===== src/rtl/mips_cpu.sv =====
// rtl/mips_cpu.sv - five-stage pipelined MIPS-subset CPU
// Purpose: F/D/E/M/W pipeline with a branch delay slot, branch/jump resolution
//   in D, full forwarding and load-use/branch interlocks.
// Ports:
//   clk, reset                 - clock, asynchronous active-high reset
//   i_inst_addr / i_inst_rdata - F-stage PC and the instruction at that PC
//   m_data_addr / m_data_rdata - M-stage byte address and aligned read word
//   m_data_wdata / m_data_byteen - lane-replicated store data and byte enables
//   m_inst_addr                - PC of the M-stage instruction
//   w_grf_we/addr/wdata        - W-stage register-write triple
//   w_inst_addr                - PC of the W-stage instruction
module mips_cpu #(
  parameter logic [31:0] PC_RESET = 32'h0000_3000
) (
  input  logic        clk,
  input  logic        reset,
  output logic [31:0] i_inst_addr,
  input  logic [31:0] i_inst_rdata,
  output logic [31:0] m_data_addr,
  input  logic [31:0] m_data_rdata,
  output logic [31:0] m_data_wdata,
  output logic [3:0]  m_data_byteen,
  output logic [31:0] m_inst_addr,
  output logic        w_grf_we,
  output logic [4:0]  w_grf_addr,
  output logic [31:0] w_grf_wdata,
  output logic [31:0] w_inst_addr
);

  typedef enum logic [1:0] {ALU_ADD, ALU_SUB, ALU_OR, ALU_PASSB} alu_op_e;
  localparam logic [1:0] SZ_B = 2'd0;
  localparam logic [1:0] SZ_H = 2'd1;
  localparam logic [1:0] SZ_W = 2'd2;

  // Architectural and pipeline state
  logic [31:0] pc_q, pc_d;
  logic [31:0] grf_q [0:31];

  logic [31:0] d_instr_q, d_pc_q;

  logic [31:0] e_pc_q, e_rs_val_q, e_rt_val_q, e_imm_q;
  logic [4:0]  e_rs_q, e_rt_q, e_dst_q;
  alu_op_e     e_alu_q;
  logic        e_b_imm_q, e_link_q, e_we_q, e_load_q, e_store_q;
  logic [1:0]  e_size_q;

  logic [31:0] m_pc_q, m_rt_val_q, m_result_q;
  logic [4:0]  m_rt_q, m_dst_q;
  logic        m_we_q, m_load_q, m_store_q;
  logic [1:0]  m_size_q;

  logic [31:0] w_pc_q, w_value_q;
  logic [4:0]  w_dst_q;
  logic        w_we_q;

  // ---------------------------------------------------------------- decode
  logic [5:0]  d_op, d_funct;
  logic [4:0]  d_rs, d_rt, d_rd, d_shamt;
  logic [15:0] d_imm;
  assign {d_op, d_rs, d_rt, d_rd, d_shamt, d_funct} = d_instr_q;
  assign d_imm = d_instr_q[15:0];

  logic d_rtype, d_addu, d_subu, d_jr, d_ori, d_lui, d_lw, d_lh, d_lb;
  logic d_sw, d_sh, d_sb, d_beq, d_bne, d_bgezal, d_jal, d_load, d_store;
  assign d_rtype  = (d_op == 6'h00) && (d_shamt == 5'd0);
  assign d_addu   = d_rtype && (d_funct == 6'h21);
  assign d_subu   = d_rtype && (d_funct == 6'h23);
  assign d_jr     = d_rtype && (d_funct == 6'h08);
  assign d_ori    = (d_op == 6'h0d);
  assign d_lui    = (d_op == 6'h0f);
  assign d_lw     = (d_op == 6'h23);
  assign d_lh     = (d_op == 6'h21);
  assign d_lb     = (d_op == 6'h20);
  assign d_sw     = (d_op == 6'h2b);
  assign d_sh     = (d_op == 6'h29);
  assign d_sb     = (d_op == 6'h28);
  assign d_beq    = (d_op == 6'h04);
  assign d_bne    = (d_op == 6'h05);
  assign d_bgezal = (d_op == 6'h01) && (d_rt == 5'h11);
  assign d_jal    = (d_op == 6'h03);
  assign d_load   = d_lw | d_lh | d_lb;
  assign d_store  = d_sw | d_sh | d_sb;

  logic        d_we, d_use_rs, d_use_rt, d_b_imm, d_link;
  logic [4:0]  d_dst;
  logic [1:0]  d_tuse_rs, d_tuse_rt, d_size;
  alu_op_e     d_alu;
  logic [31:0] d_imm32;

  always_comb begin
    d_link    = d_jal | d_bgezal;
    d_we      = d_addu | d_subu | d_ori | d_lui | d_load | d_link;
    d_dst     = d_rt;
    if (d_addu | d_subu) d_dst = d_rd;
    if (d_link)          d_dst = 5'd31;
    d_use_rs  = d_addu | d_subu | d_jr | d_ori | d_load | d_store |
                d_beq | d_bne | d_bgezal;
    d_use_rt  = d_addu | d_subu | d_store | d_beq | d_bne;
    d_tuse_rs = (d_jr | d_beq | d_bne | d_bgezal) ? 2'd0 : 2'd1;
    d_tuse_rt = (d_beq | d_bne) ? 2'd0 : (d_store ? 2'd2 : 2'd1);
    d_alu     = ALU_ADD;
    if (d_subu) d_alu = ALU_SUB;
    if (d_ori)  d_alu = ALU_OR;
    if (d_lui)  d_alu = ALU_PASSB;
    d_b_imm   = d_ori | d_lui | d_load | d_store;
    d_imm32   = {{16{d_imm[15]}}, d_imm};
    if (d_ori) d_imm32 = {16'h0000, d_imm};
    if (d_lui) d_imm32 = {d_imm, 16'h0000};
    d_size    = SZ_W;
    if (d_lh | d_sh) d_size = SZ_H;
    if (d_lb | d_sb) d_size = SZ_B;
  end

  // ------------------------------------------------------ hazard / stall
  // Remaining stages until each producer's value exists.
  logic [1:0] e_tnew, m_tnew;
  assign e_tnew = e_link_q ? 2'd0 : (e_load_q ? 2'd2 : 2'd1);
  assign m_tnew = {1'b0, m_load_q};

  function automatic logic hazard(input logic [4:0] r, input logic use_r,
                                  input logic [1:0] tuse);
    hazard = use_r && (r != 5'd0) &&
             ((e_we_q && (e_dst_q == r) && (e_tnew > tuse)) ||
              (m_we_q && (m_dst_q == r) && (m_tnew > tuse)));
  endfunction

  logic stall;
  assign stall = hazard(d_rs, d_use_rs, d_tuse_rs) ||
                 hazard(d_rt, d_use_rt, d_tuse_rt);

  // D-stage operand read: link value from E, ready results from M, then the
  // GRF with W write-through.
  function automatic logic [31:0] read_d(input logic [4:0] r);
    if (r == 5'd0)                                       read_d = 32'h0;
    else if (e_we_q && e_link_q && (e_dst_q == r))       read_d = e_pc_q + 32'd8;
    else if (m_we_q && !m_load_q && (m_dst_q == r))      read_d = m_result_q;
    else if (w_we_q && (w_dst_q == r))                   read_d = w_value_q;
    else                                                 read_d = grf_q[r];
  endfunction

  logic [31:0] d_rs_val, d_rt_val, d_pc4, d_br_target;
  logic        d_taken;
  assign d_rs_val    = read_d(d_rs);
  assign d_rt_val    = read_d(d_rt);
  assign d_pc4       = d_pc_q + 32'd4;
  assign d_br_target = d_pc4 + {{14{d_imm[15]}}, d_imm, 2'b00};
  assign d_taken     = (d_beq && (d_rs_val == d_rt_val)) ||
                       (d_bne && (d_rs_val != d_rt_val)) ||
                       (d_bgezal && !d_rs_val[31]);

  // Redirects take effect on the fetch after the delay slot, which is
  // already in F while the branch sits in D.
  always_comb begin
    pc_d = pc_q + 32'd4;
    if (stall)        pc_d = pc_q;
    else if (d_jr)    pc_d = d_rs_val;
    else if (d_jal)   pc_d = {d_pc4[31:28], d_instr_q[25:0], 2'b00};
    else if (d_taken) pc_d = d_br_target;
  end

  // ------------------------------------------------------------- execute
  // A matching load in M is not ready; only a store's rt can reach E that
  // way, and it is repaired from W in M.
  function automatic logic [31:0] fwd_e(input logic [4:0] r, input logic [31:0] v);
    if (r == 5'd0)                                       fwd_e = v;
    else if (m_we_q && !m_load_q && (m_dst_q == r))      fwd_e = m_result_q;
    else if (w_we_q && (w_dst_q == r))                   fwd_e = w_value_q;
    else                                                 fwd_e = v;
  endfunction

  logic [31:0] e_rs_fwd, e_rt_fwd, e_b, e_result;
  assign e_rs_fwd = fwd_e(e_rs_q, e_rs_val_q);
  assign e_rt_fwd = fwd_e(e_rt_q, e_rt_val_q);
  assign e_b      = e_b_imm_q ? e_imm_q : e_rt_fwd;

  always_comb begin
    unique case (e_alu_q)
      ALU_SUB:   e_result = e_rs_fwd - e_b;
      ALU_OR:    e_result = e_rs_fwd | e_b;
      ALU_PASSB: e_result = e_b;
      default:   e_result = e_rs_fwd + e_b;
    endcase
    if (e_link_q) e_result = e_pc_q + 32'd8;
  end

  // -------------------------------------------------------------- memory
  logic [31:0] m_rt_fwd, m_ld_val;
  logic [1:0]  m_off;
  logic [7:0]  m_ld_byte;
  logic [15:0] m_ld_half;
  assign m_off    = m_result_q[1:0];
  assign m_rt_fwd = (w_we_q && (m_rt_q != 5'd0) && (w_dst_q == m_rt_q)) ?
                    w_value_q : m_rt_val_q;

  always_comb begin
    m_data_byteen = 4'b0000;
    m_data_wdata  = 32'h0;
    if (m_store_q) begin
      case (m_size_q)
        SZ_W: begin
          m_data_byteen = 4'b1111;
          m_data_wdata  = m_rt_fwd;
        end
        SZ_H: begin
          m_data_byteen = m_off[1] ? 4'b1100 : 4'b0011;
          m_data_wdata  = {2{m_rt_fwd[15:0]}};
        end
        default: begin
          m_data_byteen = 4'b0001 << m_off;
          m_data_wdata  = {4{m_rt_fwd[7:0]}};
        end
      endcase
    end
  end

  always_comb begin
    case (m_off)
      2'd0:    m_ld_byte = m_data_rdata[7:0];
      2'd1:    m_ld_byte = m_data_rdata[15:8];
      2'd2:    m_ld_byte = m_data_rdata[23:16];
      default: m_ld_byte = m_data_rdata[31:24];
    endcase
    m_ld_half = m_off[1] ? m_data_rdata[31:16] : m_data_rdata[15:0];
    case (m_size_q)
      SZ_B:    m_ld_val = {{24{m_ld_byte[7]}}, m_ld_byte};
      SZ_H:    m_ld_val = {{16{m_ld_half[15]}}, m_ld_half};
      default: m_ld_val = m_data_rdata;
    endcase
  end

  // ----------------------------------------------------- pipeline registers
  always_ff @(posedge clk or posedge reset) begin
    if (reset) begin
      pc_q       <= PC_RESET;
      d_instr_q  <= '0;  d_pc_q     <= '0;
      e_pc_q     <= '0;  e_rs_val_q <= '0;  e_rt_val_q <= '0;  e_imm_q <= '0;
      e_rs_q     <= '0;  e_rt_q     <= '0;  e_dst_q    <= '0;  e_alu_q <= ALU_ADD;
      e_b_imm_q  <= 1'b0; e_link_q  <= 1'b0; e_we_q     <= 1'b0;
      e_load_q   <= 1'b0; e_store_q <= 1'b0; e_size_q   <= '0;
      m_pc_q     <= '0;  m_rt_val_q <= '0;  m_result_q <= '0;
      m_rt_q     <= '0;  m_dst_q    <= '0;  m_we_q     <= 1'b0;
      m_load_q   <= 1'b0; m_store_q <= 1'b0; m_size_q   <= '0;
      w_pc_q     <= '0;  w_value_q  <= '0;  w_dst_q    <= '0;  w_we_q  <= 1'b0;
    end else begin
      pc_q <= pc_d;
      if (!stall) begin
        d_instr_q <= i_inst_rdata;
        d_pc_q    <= pc_q;
      end
      if (stall) begin
        // Bubble into E while D waits for its operands.
        e_pc_q    <= '0;  e_rs_val_q <= '0;  e_rt_val_q <= '0;  e_imm_q <= '0;
        e_rs_q    <= '0;  e_rt_q     <= '0;  e_dst_q    <= '0;  e_alu_q <= ALU_ADD;
        e_b_imm_q <= 1'b0; e_link_q  <= 1'b0; e_we_q     <= 1'b0;
        e_load_q  <= 1'b0; e_store_q <= 1'b0; e_size_q   <= '0;
      end else begin
        e_pc_q    <= d_pc_q;  e_rs_val_q <= d_rs_val; e_rt_val_q <= d_rt_val;
        e_imm_q   <= d_imm32; e_rs_q     <= d_rs;     e_rt_q     <= d_rt;
        e_dst_q   <= d_dst;   e_alu_q    <= d_alu;    e_b_imm_q  <= d_b_imm;
        e_link_q  <= d_link;  e_we_q     <= d_we;     e_load_q   <= d_load;
        e_store_q <= d_store; e_size_q   <= d_size;
      end
      m_pc_q     <= e_pc_q;   m_rt_val_q <= e_rt_fwd; m_result_q <= e_result;
      m_rt_q     <= e_rt_q;   m_dst_q    <= e_dst_q;  m_we_q     <= e_we_q;
      m_load_q   <= e_load_q; m_store_q  <= e_store_q; m_size_q  <= e_size_q;
      w_pc_q     <= m_pc_q;
      w_value_q  <= m_load_q ? m_ld_val : m_result_q;
      w_dst_q    <= m_dst_q;
      w_we_q     <= m_we_q;
    end
  end

  always_ff @(posedge clk or posedge reset) begin
    if (reset) begin
      for (int i = 0; i < 32; i++) grf_q[i] <= '0;
    end else if (w_we_q && (w_dst_q != 5'd0)) begin
      grf_q[w_dst_q] <= w_value_q;
    end
  end

  assign i_inst_addr = pc_q;
  assign m_data_addr = m_result_q;
  assign m_inst_addr = m_pc_q;
  assign w_grf_we    = w_we_q;
  assign w_grf_addr  = w_dst_q;
  assign w_grf_wdata = w_value_q;
  assign w_inst_addr = w_pc_q;

endmodule


===== config.mk =====
export PLATFORM = sky130hd
export DESIGN_NAME = mips_cpu
export DESIGN_NICKNAME = d
export VERILOG_FILES = /design/src/rtl/mips_cpu.sv
export SDC_FILE = /design/constraint.sdc
export NUM_CORES = 2
export LEC_CHECK = 0
export ABC_AREA = 1
export CAP_MARGIN = 20
export CORE_MARGIN = 2
export CORE_UTILIZATION = 24
export CTS_CLUSTER_DIAMETER = 100
export DETAILED_ROUTE_END_ITERATION = 10
export MAX_ROUTING_LAYER = met4
export PLACE_DENSITY = 0.39
export SKIP_LAST_GASP = 1
export SLEW_MARGIN = 20
export SYNTH_ARGS = -nofsm -noshare
export SYNTH_HDL_FRONTEND = slang
export SYNTH_SLANG_ARGS = --single-unit

===== constraint.sdc =====
create_clock -name clk -period 119 [get_ports clk]
set_input_delay 35.7 -clock clk [delete_from_list [all_inputs] [get_ports clk]]
set_output_delay 35.7 -clock clk [all_outputs]
set_load 0.01 [all_outputs]

Yosys cells after proc, flatten, opt, wreduce, memory -nomap -nowiden
Index checks and enable logic that the tools add are counted.

word-level totals
  register bits = 1453
  output and inout bits = 202
  logic and storage cells = 268

cells by class
  shift operators = 1
  $add $sub $neg = 6
  reductions and logical operators = 55
  mux-type cells = 67
  $lt $le $gt $ge = 8
  bitwise operators = 33
  eq/ne operators = 36

operators by type and width
  operator                                             number
  2-to-1 mux 32 bit                                    33
  bitwise mux 1024 bit                                 1
  binary-select mux 32 bit (select 5 bit)              2
  demux 32 bit (select 5 bit)                          1
  one-hot mux 32 bit (2 select lines)                  2
  one-hot mux 32 bit (3 select lines)                  1
  adder 32 x 3 -> 32 bit, second input constant        2
  adder 32 bit                                         2
  equality test 5 bit                                  11
  equality test 6 bit, second input constant           8
  logical AND 1 bit                                    36
  adder 32 x 4 -> 32 bit, second input constant        1
  equality test 32 bit                                 1
  inequality test 32 bit                               1
  bitwise OR 32 bit                                    1
  subtractor 32 bit                                    1
  bitwise OR 1 bit                                     29
  logical NOT 5 bit                                    5
  2-to-1 mux 5 bit                                     5
  one-hot mux 8 bit (3 select lines)                   1
  2-to-1 mux 2 bit                                     10
  nonzero test 5 bit                                   4
  equality test 6 x 4 -> 1 bit, second input constant  3
  >= comparator 6 bit, second input constant           3
  21 further kinds                                     42

Longest topological paths before layout
  depth after elaboration = 15
  gate-level depth with buffers = 37

Least setup slack after synthesis
OpenSTA, ideal clock, no wires.

  path kind = register to output
  start point = register w_dst_q[3] (netlist: w_grf_addr[3])
  end point = output m_data_wdata[18]
  stages on the path, launching flop included = 15
  required time = 83300 ps
  arrival = 2114 ps
  setup slack = 81186 ps
  path through = dfrtp_1 > buf_2 > inv_2 > buf_4 > a21oi_1 > inv_1 > nor4_1 > nand2_1 > inv_1 > clkbuf_1 > a21oi_1 > o21ai_0 > o21ai_0 > o21ai_0 > inv_1

on the way
  longest elaborated chain between the ends = 5

RTL lines
  item                                 RTL line  text
  from (decl)                          53        logic [4:0] w_dst_q;
  from (signal assigned)               268       w_dst_q <= m_dst_q;
  equality test 5 bit                  192       assign m_rt_fwd = (w_we_q && (m_rt_q != 5'd0) && (w_dst_q == m_rt_q)) ?
  logical AND 1 bit                    192
  2-to-1 mux 32 bit                    192
  one-hot mux 32 bit (2 select lines)  199       case (m_size_q)
  2-to-1 mux 32 bit                    198       if (m_store_q) begin
  to (decl)                            21        output logic [31:0] m_data_wdata,

Every way passes these cells.

Worst setup path in the final report
  start point = register w_dst_q[2] (netlist: w_grf_addr[2])
  end point = output m_data_wdata[23]

Same word-level chain as after synthesis.

==> impl_metrics.json <==
{
  "hold_depth": 0,
  "r2r_cells": 30,
  "pin_count": 268,
  "ys_warn_count": 0,
  "numPortBuffers": 267,
  "tns_ns": 0,
  "min_path_type": "reg2reg",
  "path_delay_family": "buffers and inverters",
  "yosys-top-cells-count": "3848 x nand2_1, 1634 x o21ai_0, 1451 x dfrtp_1",
  "drv_slew": 0,
  "antenna_found_initial": 30,
  "postCtsResizedCells": 0,
  "syn_avg_cell_area_um2": 7.00,
  "postSynth.asyncResetShare": 1.00,
  "reg2reg_to": "m_data_addr[20]",
  "clock-sinks": 1453,
  "syn_inst": 12129,
  "worstSkewPairLatency_ns": 0.91,
  "drc_errors": 0,
  "max_cap_violations": 0,
  "grt_pass1_vias": 80582,
  "wire_per_inst_um": 28.0,
  "cts.path.max_buffers": 4,
  "syn_nets": 12276,
  "dp_cells": 16449,
  "cpPeakStageDelay_ns": 1.02,
  "firstDrtPassIters": 6,
  "cp.required_ns": 83.30,
  "nNetsFinal": 12059,
  "cts_tree": "yes",
  "antenna_left": 0,
  "regToRegSetupSlack_ns": 110.57,
  "largest_register_ffs": 1024,
  "clk_pin_slew_worst_paths_ns": 0.06,
  "initial_utilization": 0.241,
  "die_area_um2": 358000,
  "ys_seq_area_frac": 0.428,
  "synth_ff_type": "dfrtp_1",
  "numCtsBuffers": 188,
  "final_cells": 16791,
  "start_kind": "register",
  "synth-edff-count": 0,
  "worst_pin_slew_ns": 1.33,
  "leakage_uw": 0.0448,
  "synth.distinct_cells": 63,
  "syn2layout_area_growth_pct": 15.0,
  "timing.hold.ws_ns": 0.349,
  "die_w_um": 599,
  "worstPathMaxFanout": 33,
  "slowest_stage": "nor3_1",
  "postCtsSetupBuffers": 0,
  "worstSetupEndpointType": "output pin",
  "grtUsageTotal": 0.263,
  "rows": 218,
  "syn_area_um2": 84900,
  "grt_max_degree": 137,
  "largest-register": "grf_q",
  "die_y_um": 599,
  "fin_skew_ns": 0.0711,
  "min_period_over_period": 0.345,
  "wl_met1_um": 210000,
  "crit_chain": "nor3_1 > a221oi_1 > nand2_1 > buf_4 > inv_1 > o21ai_0 > o21ai_0 > o21ai_0 > inv_1 > clkdlybuf4s50_1",
  "yosys-top-cells-area": "dfrtp_1 43%, nand2_1 17%, o21ai_0 9.6%, nand3_1 5.8%, inv_1 4.5%",
  "synth_top_area_cell": "dfrtp_1",
  "dr.max_layer_used": "met4",
  "min_from": "m_inst_addr[21]",
  "yosys.cell_count.top_type": "nand2_1",
  "gp_congestion": 0.952,
  "viasPerCell": 5.06,
  "crit_arrival_ns": 5.33,
  "max_freq_mhz": 24.4,
  "rsz0062_at_grt": "false",
  "regToRegStartpoint": "m_load_q",
  "setup_viol": 0,
  "run_status": "completed",
  "htree_levels": 4,
  "num_vias": 84904,
  "cts_root_buf": "clkbuf_16",
  "min_to": "w_inst_addr[21]",
  "slew-limit-headroom": 0.105,
  "fillerInstances": 39343,
  "worst-setup-path-type": "reg2out",
  "drive_gt1_frac": 0.0512,
  "finalHoldViolCount": 0,
  "ir_drop_uv": 12.7,
  "ctsHoldBuffers": 0,
  "crit_top_cell": "o21ai_0",
  "period_needed_ns": 41.03,
  "dp_hpwl_um": 313000,
  "wl_met3_um": 32700,
  "grt_pass1_wl_um": 654000,
  "p_per_area_nw_per_um2": 17.8,
  "synth_top_area_frac": 0.428,
  "drtIter0Drc": 9779,
  "worstSetupStartpoint": "w_grf_addr[2]",
  "grt_remaining_overflow": 0,
  "cp_num_buf_inv": 4,
  "synth.ff_latch_count": 1453,
  "met2_length_um": 205000,
  "wl_um": 470000,
  "coreArea_um2": 352000
}
-- layout by cell type, fill, tap and decap left out, drive strengths merged, types with 23 or more instances in the layout --
| master | count |
|---|---|
| nand2 | 3851 |
| o21ai | 1680 |
| dfrtp | 1451 |
| inv | 1040 |
| nand3 | 995 |
| nor2 | 754 |
| a21oi | 575 |
| clkbuf | 279 |
| o211ai | 271 |
| clkdlybuf4s50 | 267 |
| buf | 234 |
| xor2 | 104 |
| ha | 79 |
| nand4 | 62 |
| nor3 | 57 |
| xnor2 | 48 |
| a31oi | 38 |
| clkinv | 37 |
| o22ai | 32 |
| a22oi | 23 |
-- cells by family (layout without fill, tap and decap cells) --
| family | after synthesis | count (layout) | share of synthesized area |
|---|---|---|---|
| other | 0 | 19 | 0 |
| adders and majority gates | 81 | 81 | 0.0121 |
| xor gates and xnor gates | 152 | 152 | 0.0157 |
| and+or+nand+nor | 5763 | 5763 | 0.275 |
| DFF | 1453 | 1453 | 0.428 |
| buffers and inverters | 1954 | 1867 | 0.0940 |
| AOI/OAI and AO/OA | 2726 | 2726 | 0.175 |
-- layer usage --
layer / GRT usage / vias to the layer above
li1: - / 38967
met1: 0.353 / 41766
met2: 0.393 / 3448
met3: 0.0424 / 723
met4: 0.108 / 0
met5: - / -
-- worst max path at each step --
stage	end	slack, ns	depth (start not counted)
2_1_floorplan	d_instr_q[0]	42.32	1
3_3_place_gp	grf_q[156]	77.99	7
3_5_place_dp	grf_q[176]	77.96	7
4_1_cts	m_data_wdata[23]	78.02	10
5_1_grt	m_data_wdata[23]	77.80	10
6_report	m_data_wdata[23]	77.97	10
-- per-stage QoR --
step	setup slack, ns	instance area (µm²)	util	total power [µW]
after floorplan	42.32	84900	-	895
after global placement	77.99	91700	0.260	1170
after CTS	78.02	97600	0.277	1740
after detailed placement	77.96	91700	0.260	1160
final	77.97	97600	0.277	1740
after global routing	77.80	97600	0.277	1820
-- cell type report --
type	instances	area, µm²	share of cell area
Tap cell	4730	5920	0.0606
Sequential cell	1453	36400	0.373
Antenna cell	19	47.5	0.000487
Clock buffer	278	5490	0.0562
Timing Repair Buffer	502	4570	0.0468
Inverter	1045	3980	0.0408
Multi-Input combinational cell	8722	40800	0.418
Clock inverter	42	408	0.00418
-- worst register-to-register path, delay by kind of cell, from the launching register on --
kind | cells | cell delay, ns
flip-flops | 1 | 0.37
adder cells (fa/ha/maj) | 2 | 0.69
buffers and inverters | 8 | 1.81
AO/OA/AOI/OAI | 12 | 3.76
AND/OR/NAND/NOR | 8 | 1.58
-- report_power, final --
group | total, µW | internal, µW | switching (µW)
combinational | 511 | 150 | 361
clock | 576 | 330 | 246
sequential | 655 | 570 | 85.0
total | 1740 | 1050 | 692
(Power assumes the default switching activity.)
